[config.mk]
export PLATFORM = sky130hd
export DESIGN_NAME = uart_tx_queue
export DESIGN_NICKNAME = d
export VERILOG_FILES = /design/src/rtl/uart_tx_queue.sv
export SDC_FILE = /design/constraint.sdc
export NUM_CORES = 1
export LEC_CHECK = 0
export ABC_CLOCK_PERIOD_IN_PS = 3800
export CORE_AREA = 2 2 111 113
export CTS_CLUSTER_SIZE = 28
export DETAILED_ROUTE_END_ITERATION = 16
export DIE_AREA = 0 0 113 115
export GPL_TIMING_DRIVEN = 1
export PLACE_DENSITY = 0.75
export SETUP_SLACK_MARGIN = 0.4
export SYNTH_ARGS = -nofsm -noshare
export SYNTH_HDL_FRONTEND = slang
export SYNTH_SLANG_ARGS = --single-unit
[constraint.sdc]
create_clock -name clk -period 3.8 [get_ports clk]
set_input_delay 0.57 -clock clk [delete_from_list [all_inputs] [get_ports clk]]
set_output_delay 0.57 -clock clk [all_outputs]
set_load 0.05 [all_outputs]
[src/rtl/uart_tx_queue.sv]
// Byte FIFO plus transmit sequencer feeding the io_hub UART transmitter.
// Bytes are popped one at a time and tracked through is_transmitting so none are lost or repeated.
//
// state      | meaning
// -----------|-----------------------------------------------------------
// IDLE       | waiting for a queued byte and an idle UART; pops on entry to SEND
// SEND       | transmit pulse high for this single cycle
// WAIT_BUSY  | waiting for the UART to raise is_transmitting; times out to IDLE
// WAIT_IDLE  | UART is shifting the byte out; waiting for it to finish

module uart_tx_queue #(
    parameter int DEPTH        = 16,
    parameter int ADDR_W       = 4,
    parameter int BUSY_TIMEOUT = 4
) (
    input  logic              clk,
    input  logic              rst_n,
    input  logic              s_valid,
    input  logic [7:0]        s_data,
    output logic              s_ready,
    input  logic              flush,
    output logic              transmit,
    output logic [7:0]        tx_byte,
    input  logic              is_transmitting,
    output logic [ADDR_W:0]   level,
    output logic              empty,
    output logic              busy,
    output logic              tx_err
);

    localparam int TMO_W = $clog2(BUSY_TIMEOUT + 1);
    localparam logic [TMO_W-1:0] TMO_LAST = TMO_W'(BUSY_TIMEOUT - 1);
    localparam logic [ADDR_W:0]  FULL_LVL = (ADDR_W + 1)'(DEPTH);

    typedef enum logic [1:0] {
        ST_IDLE      = 2'd0,
        ST_SEND      = 2'd1,
        ST_WAIT_BUSY = 2'd2,
        ST_WAIT_IDLE = 2'd3
    } state_t;

    state_t              state_q;
    logic [7:0]          mem [DEPTH];
    logic [ADDR_W-1:0]   wr_ptr_q, wr_ptr_d;
    logic [ADDR_W-1:0]   rd_ptr_q, rd_ptr_d;
    logic [ADDR_W:0]     count_q, count_d;
    logic [TMO_W-1:0]    tmo_q;
    logic [7:0]          tx_byte_q;
    logic                transmit_q;
    logic                tx_err_q;
    logic                push, pop;

    // Ready looks only at the registered count, so a full FIFO never admits a push in its pop cycle.
    assign s_ready  = rst_n && (count_q != FULL_LVL);
    assign transmit = transmit_q;
    assign tx_byte  = tx_byte_q;
    assign tx_err   = tx_err_q;
    assign level    = count_q;
    assign empty    = (count_q == '0);
    assign busy     = (state_q != ST_IDLE);

    always_comb begin
        push     = s_valid && s_ready && !flush;
        pop      = (state_q == ST_IDLE) && (count_q != '0) && !is_transmitting && !flush;
        wr_ptr_d = wr_ptr_q;
        rd_ptr_d = rd_ptr_q;
        count_d  = count_q;
        if (flush) begin
            wr_ptr_d = '0;
            rd_ptr_d = '0;
            count_d  = '0;
        end else begin
            if (push) wr_ptr_d = wr_ptr_q + ADDR_W'(1);
            if (pop)  rd_ptr_d = rd_ptr_q + ADDR_W'(1);
            case ({push, pop})
                2'b10:   count_d = count_q + (ADDR_W + 1)'(1);
                2'b01:   count_d = count_q - (ADDR_W + 1)'(1);
                default: count_d = count_q;
            endcase
        end
    end

    always_ff @(posedge clk) begin
        if (push) mem[wr_ptr_q] <= s_data;
    end

    always_ff @(posedge clk) begin
        if (!rst_n) begin
            state_q    <= ST_IDLE;
            wr_ptr_q   <= '0;
            rd_ptr_q   <= '0;
            count_q    <= '0;
            tmo_q      <= '0;
            tx_byte_q  <= 8'h00;
            transmit_q <= 1'b0;
            tx_err_q   <= 1'b0;
        end else begin
            wr_ptr_q   <= wr_ptr_d;
            rd_ptr_q   <= rd_ptr_d;
            count_q    <= count_d;
            transmit_q <= 1'b0;
            case (state_q)
                ST_IDLE: begin
                    if (pop) begin
                        tx_byte_q  <= mem[rd_ptr_q];
                        transmit_q <= 1'b1;
                        state_q    <= ST_SEND;
                    end
                end
                ST_SEND: begin
                    tmo_q   <= '0;
                    state_q <= ST_WAIT_BUSY;
                end
                ST_WAIT_BUSY: begin
                    if (is_transmitting) begin
                        state_q <= ST_WAIT_IDLE;
                    end else begin
                        tmo_q <= tmo_q + TMO_W'(1);
                        // The UART never picked the byte up; it is dropped, not retried.
                        if (tmo_q == TMO_LAST) begin
                            tx_err_q <= 1'b1;
                            state_q  <= ST_IDLE;
                        end
                    end
                end
                ST_WAIT_IDLE: begin
                    if (!is_transmitting) state_q <= ST_IDLE;
                end
                default: state_q <= ST_IDLE;
            endcase
        end
    end

endmodule

==> flow_metrics.env <==
export IMPL_num_rows=40
export IMPL_rsz0062_at_grt="false"
export IMPL_switchingPower_mw=0.758
export IMPL_violations="DRC"
export IMPL_p_comb_share_pct=2.4
export IMPL_grt_start_max_net_pins=35
export IMPL_cts_path_max_buffers=2
export IMPL_fin_crit_ns=2.95
export IMPL_clk_pin_slew_ns=0.06
export IMPL_grt_pass1_wl_mm=20.2
export IMPL_skew_ns=0.00790
export IMPL_area_growth_pct=16.8
export IMPL_die_y_um=115
export IMPL_worst_slack_ns=0.847
export IMPL_finalInstanceArea_um2=7370
export IMPL_clk_insertion_delay_late_ns=0.42
export IMPL_hp_class="reg -> reg"
export IMPL_seq_power_share_pct=50.4
export IMPL_crit_path_max_fanout=5
export IMPL_ys_warn_count=0
export IMPL_drtAntennaViolNets=0
export IMPL_synthFlopType="edfxtp_1"
export IMPL_crit_type="in -> reg"
export IMPL_whs_path_depth=2
export IMPL_vias=3597
export IMPL_irDropWorstVdd_v=0.000307
export IMPL_hpwlAfterDp_mm=8.18
export IMPL_die_x_um=113
export IMPL_drt_first_pass_iters=13
export IMPL_crit_path_end="level[4]$_SDFFE_PP0P_"
export IMPL_synth_top_area_share_pct=60.9
export IMPL_place_ws_ns=0.409
export IMPL_wire_per_inst_um=20.5
export IMPL_syn_cell_area_um2=6310
export IMPL_drtIter0Drc=366
export IMPL_cts_max_level=4
export IMPL_root_buffer="clkbuf_16"
export IMPL_rr_endpoint="level[4]$_SDFFE_PP0P_"
export IMPL_drive_gt1_share_pct=9.64
export IMPL_die_area_um2=13000
export IMPL_p_int_mw=2.93
export IMPL_final_cell_count_no_fill=624
export IMPL_avgSynthCellArea_um2=14.8
export IMPL_synth_common_cells="edfxtp_1, mux2i_1, o22ai_1"
export IMPL_fin_hold_ws_ns=0.500
export IMPL_async_reset_ff_share_pct=0
export IMPL_antenna_found_initial=0
export IMPL_fillerInstances=844
export IMPL_core_area_um2=11800
export IMPL_wirelength_mm=12.8
export IMPL_num_io_pins=31
export IMPL_reg2reg_slack_ns=0.92
export IMPL_via_per_inst=5.76
export IMPL_hp_start="tx_err$_SDFFE_PN0P_"
export IMPL_regArea_um2=4410
export IMPL_ys_types=41
export IMPL_grt_pass1_vias=3740
export IMPL_synth_edf_count=128
export IMPL_leakage_nw=2.31
export IMPL_dpl_instance_area_um2=6770
export IMPL_timing_fmax_ghz=0.339
export IMPL_finalHoldViolations=0
export IMPL_cts_resized=0
export IMPL_fin_tns_setup_ns=0
export IMPL_fin_nets=489
export IMPL_cts_tree="built"
export IMPL_period_share_pct=77.7
export IMPL_routabilityCongestion=0.787
export IMPL_cp_arrival_ns=3.31
export IMPL_power_mw=3.68
export IMPL_antenna_cells=0
export IMPL_multi_input_area_um2=1750
export IMPL_cts_hold_buffers=0
export IMPL_cts_sinks=156
export IMPL_end_kind="register"
export IMPL_synth_top_cells_by_area="edfxtp_1, mux2i_1, dfxtp_1"
export IMPL_start_util_pct=53.5
export IMPL_portBuffers=30
export IMPL_status="finished, violations left"
export IMPL_final_util_pct=62.4
export IMPL_seq_area_frac_synth_pct=69.8
export IMPL_cts_buffers=17
export IMPL_drc=1
export IMPL_setup_viol=0
export IMPL_dp_cells=592
export IMPL_post_cts_buffers=0
export IMPL_synth_largest_area_cell="edfxtp_1"
export IMPL_r2r_start="level[0]$_SDFFE_PP0P_"
export IMPL_worst_pin_slew_ns=0.868
export IMPL_sw_frac_of_total_pct=20.6
export IMPL_p_clk_share_pct=47.2
export IMPL_yosysMostFrequentCell="edfxtp_1"
export IMPL_syn_nets=453
export IMPL_startpoint="flush"
export IMPL_grt_usage_pct=21.0
export IMPL_gr_total_overflow=0
export IMPL_start_kind="primary input"
export IMPL_synthCells=428
export IMPL_crit_required_ns=4.15
export IMPL_max_slew_margin_rel_pct=41.9
export IMPL_power_density_nw_per_um2=500
export IMPL_drv_slew=0
export IMPL_r2r_cells=12
export IMPL_drv_cap=0
export IMPL_synth_seq_cells=156
## how the worst min path moves through the flow
stage,end,slack (ns)
finish,tx_err$_SDFFE_PN0P_,0.50
global route,tx_byte[0]$_SDFFE_PN0P_,0.54
CTS,tx_err$_SDFFE_PN0P_,0.50
detailed placement,tx_err$_SDFFE_PN0P_,0.49
global placement,tx_err$_SDFFE_PN0P_,0.47
floorplan,tmo_q[2]$_SDFFE_PN0P_,0.53
## critical path, stage by stage
cell	delay, ns
clkdlybuf4s50_1	0.44
or4_4	0.51
a21oi_4	0.13
ha_1	0.26
inv_1	0.10
fa_1	0.38
nor2b_1	0.17
o21ai_0	0.13
nor4b_1	0.17
or3_1	0.31
a21oi_1	0.12
## placed cells by master (no fill, tap or decap), types with 2 or more instances in the layout
master           synthesis  final
ha_1                    11     11
nor2_1                  27     27
nand2_1                 10     10
buf_4                    2      8
and2_1                   5      5
mux2i_1                 66     66
a21oi_1                 16     16
nand2b_1                 3      3
o21ai_0                 11     11
or3_1                    2      2
xnor2_1                  2      2
o21ai_1                  4      4
inv_1                   11     11
clkdlybuf4s50_1          0     30
nor2b_1                  8      8
nand3b_1                 3      3
nor3_1                   5      5
dfxtp_1                 28     27
clkinv_2                 0      2
bufinv_16                0      3
inv_6                    0      5
a211oi_1                 2      2
nand3_1                  3      3
xor2_1                   5      5
edfxtp_1               128    128
clkbuf_16                0     17
clkinvlp_4               0      2
nor4_1                   8      8
o22ai_1                 32     32
nand4_1                  2      2
## state kept, by name, summed over array words and instances (netlist names)
| register | cells |
|---|---|
| transmit | 1 |
| level | 5 |
| state_q | 2 |
| tx_err | 1 |
| tmo_q | 3 |
| rd_ptr_q | 4 |
| wr_ptr_q | 4 |
| mem | 128 |
| tx_byte | 8 |
## power by group through the flow
stage               Sequential (mW)  Combinational [mW]  Clock, mW
floorplan                      1.90              0.0300          0
detailed placement             1.89              0.0861          0
global route                   1.86              0.0934       1.82
CTS                            1.86              0.0874       1.76
global placement               1.89              0.0840          0
finish                         1.86              0.0868       1.74
## cell families (layout without fill, tap and decap cells)
kind of cell               Yosys count  count (layout)  share of synthesized area (%)
muxes                               66              66                           10.5
DFF                                156             156                           69.8
and+or+nand+nor                     83              83                           7.09
buffers and inverters               33              82                           2.50
adders and majority gates           12              12                           2.50
xor gates and xnor gates             7               7                          0.971
AOI/OAI and AO/OA                   71              71                           6.72
## per-layer routing
metal	GRT usage, %	vias up	share of wire, %
met5	0	-	0
met4	10.2	0	2.6
met3	6.85	27	7.0
met2	34.1	113	49
met1	25.8	1746	42
li1	-	1711	-
## area by class of cell
cell class	count	share of cell area, %
flip-flops and latches	156	59.8
repair buffers	39	5.16
multi-input cells	239	23.8
clock inverters	15	2.48
inverters	11	0.560
well taps	147	2.49
clock buffers	17	5.77
Note: power is estimated with default switching activity, not from simulation.
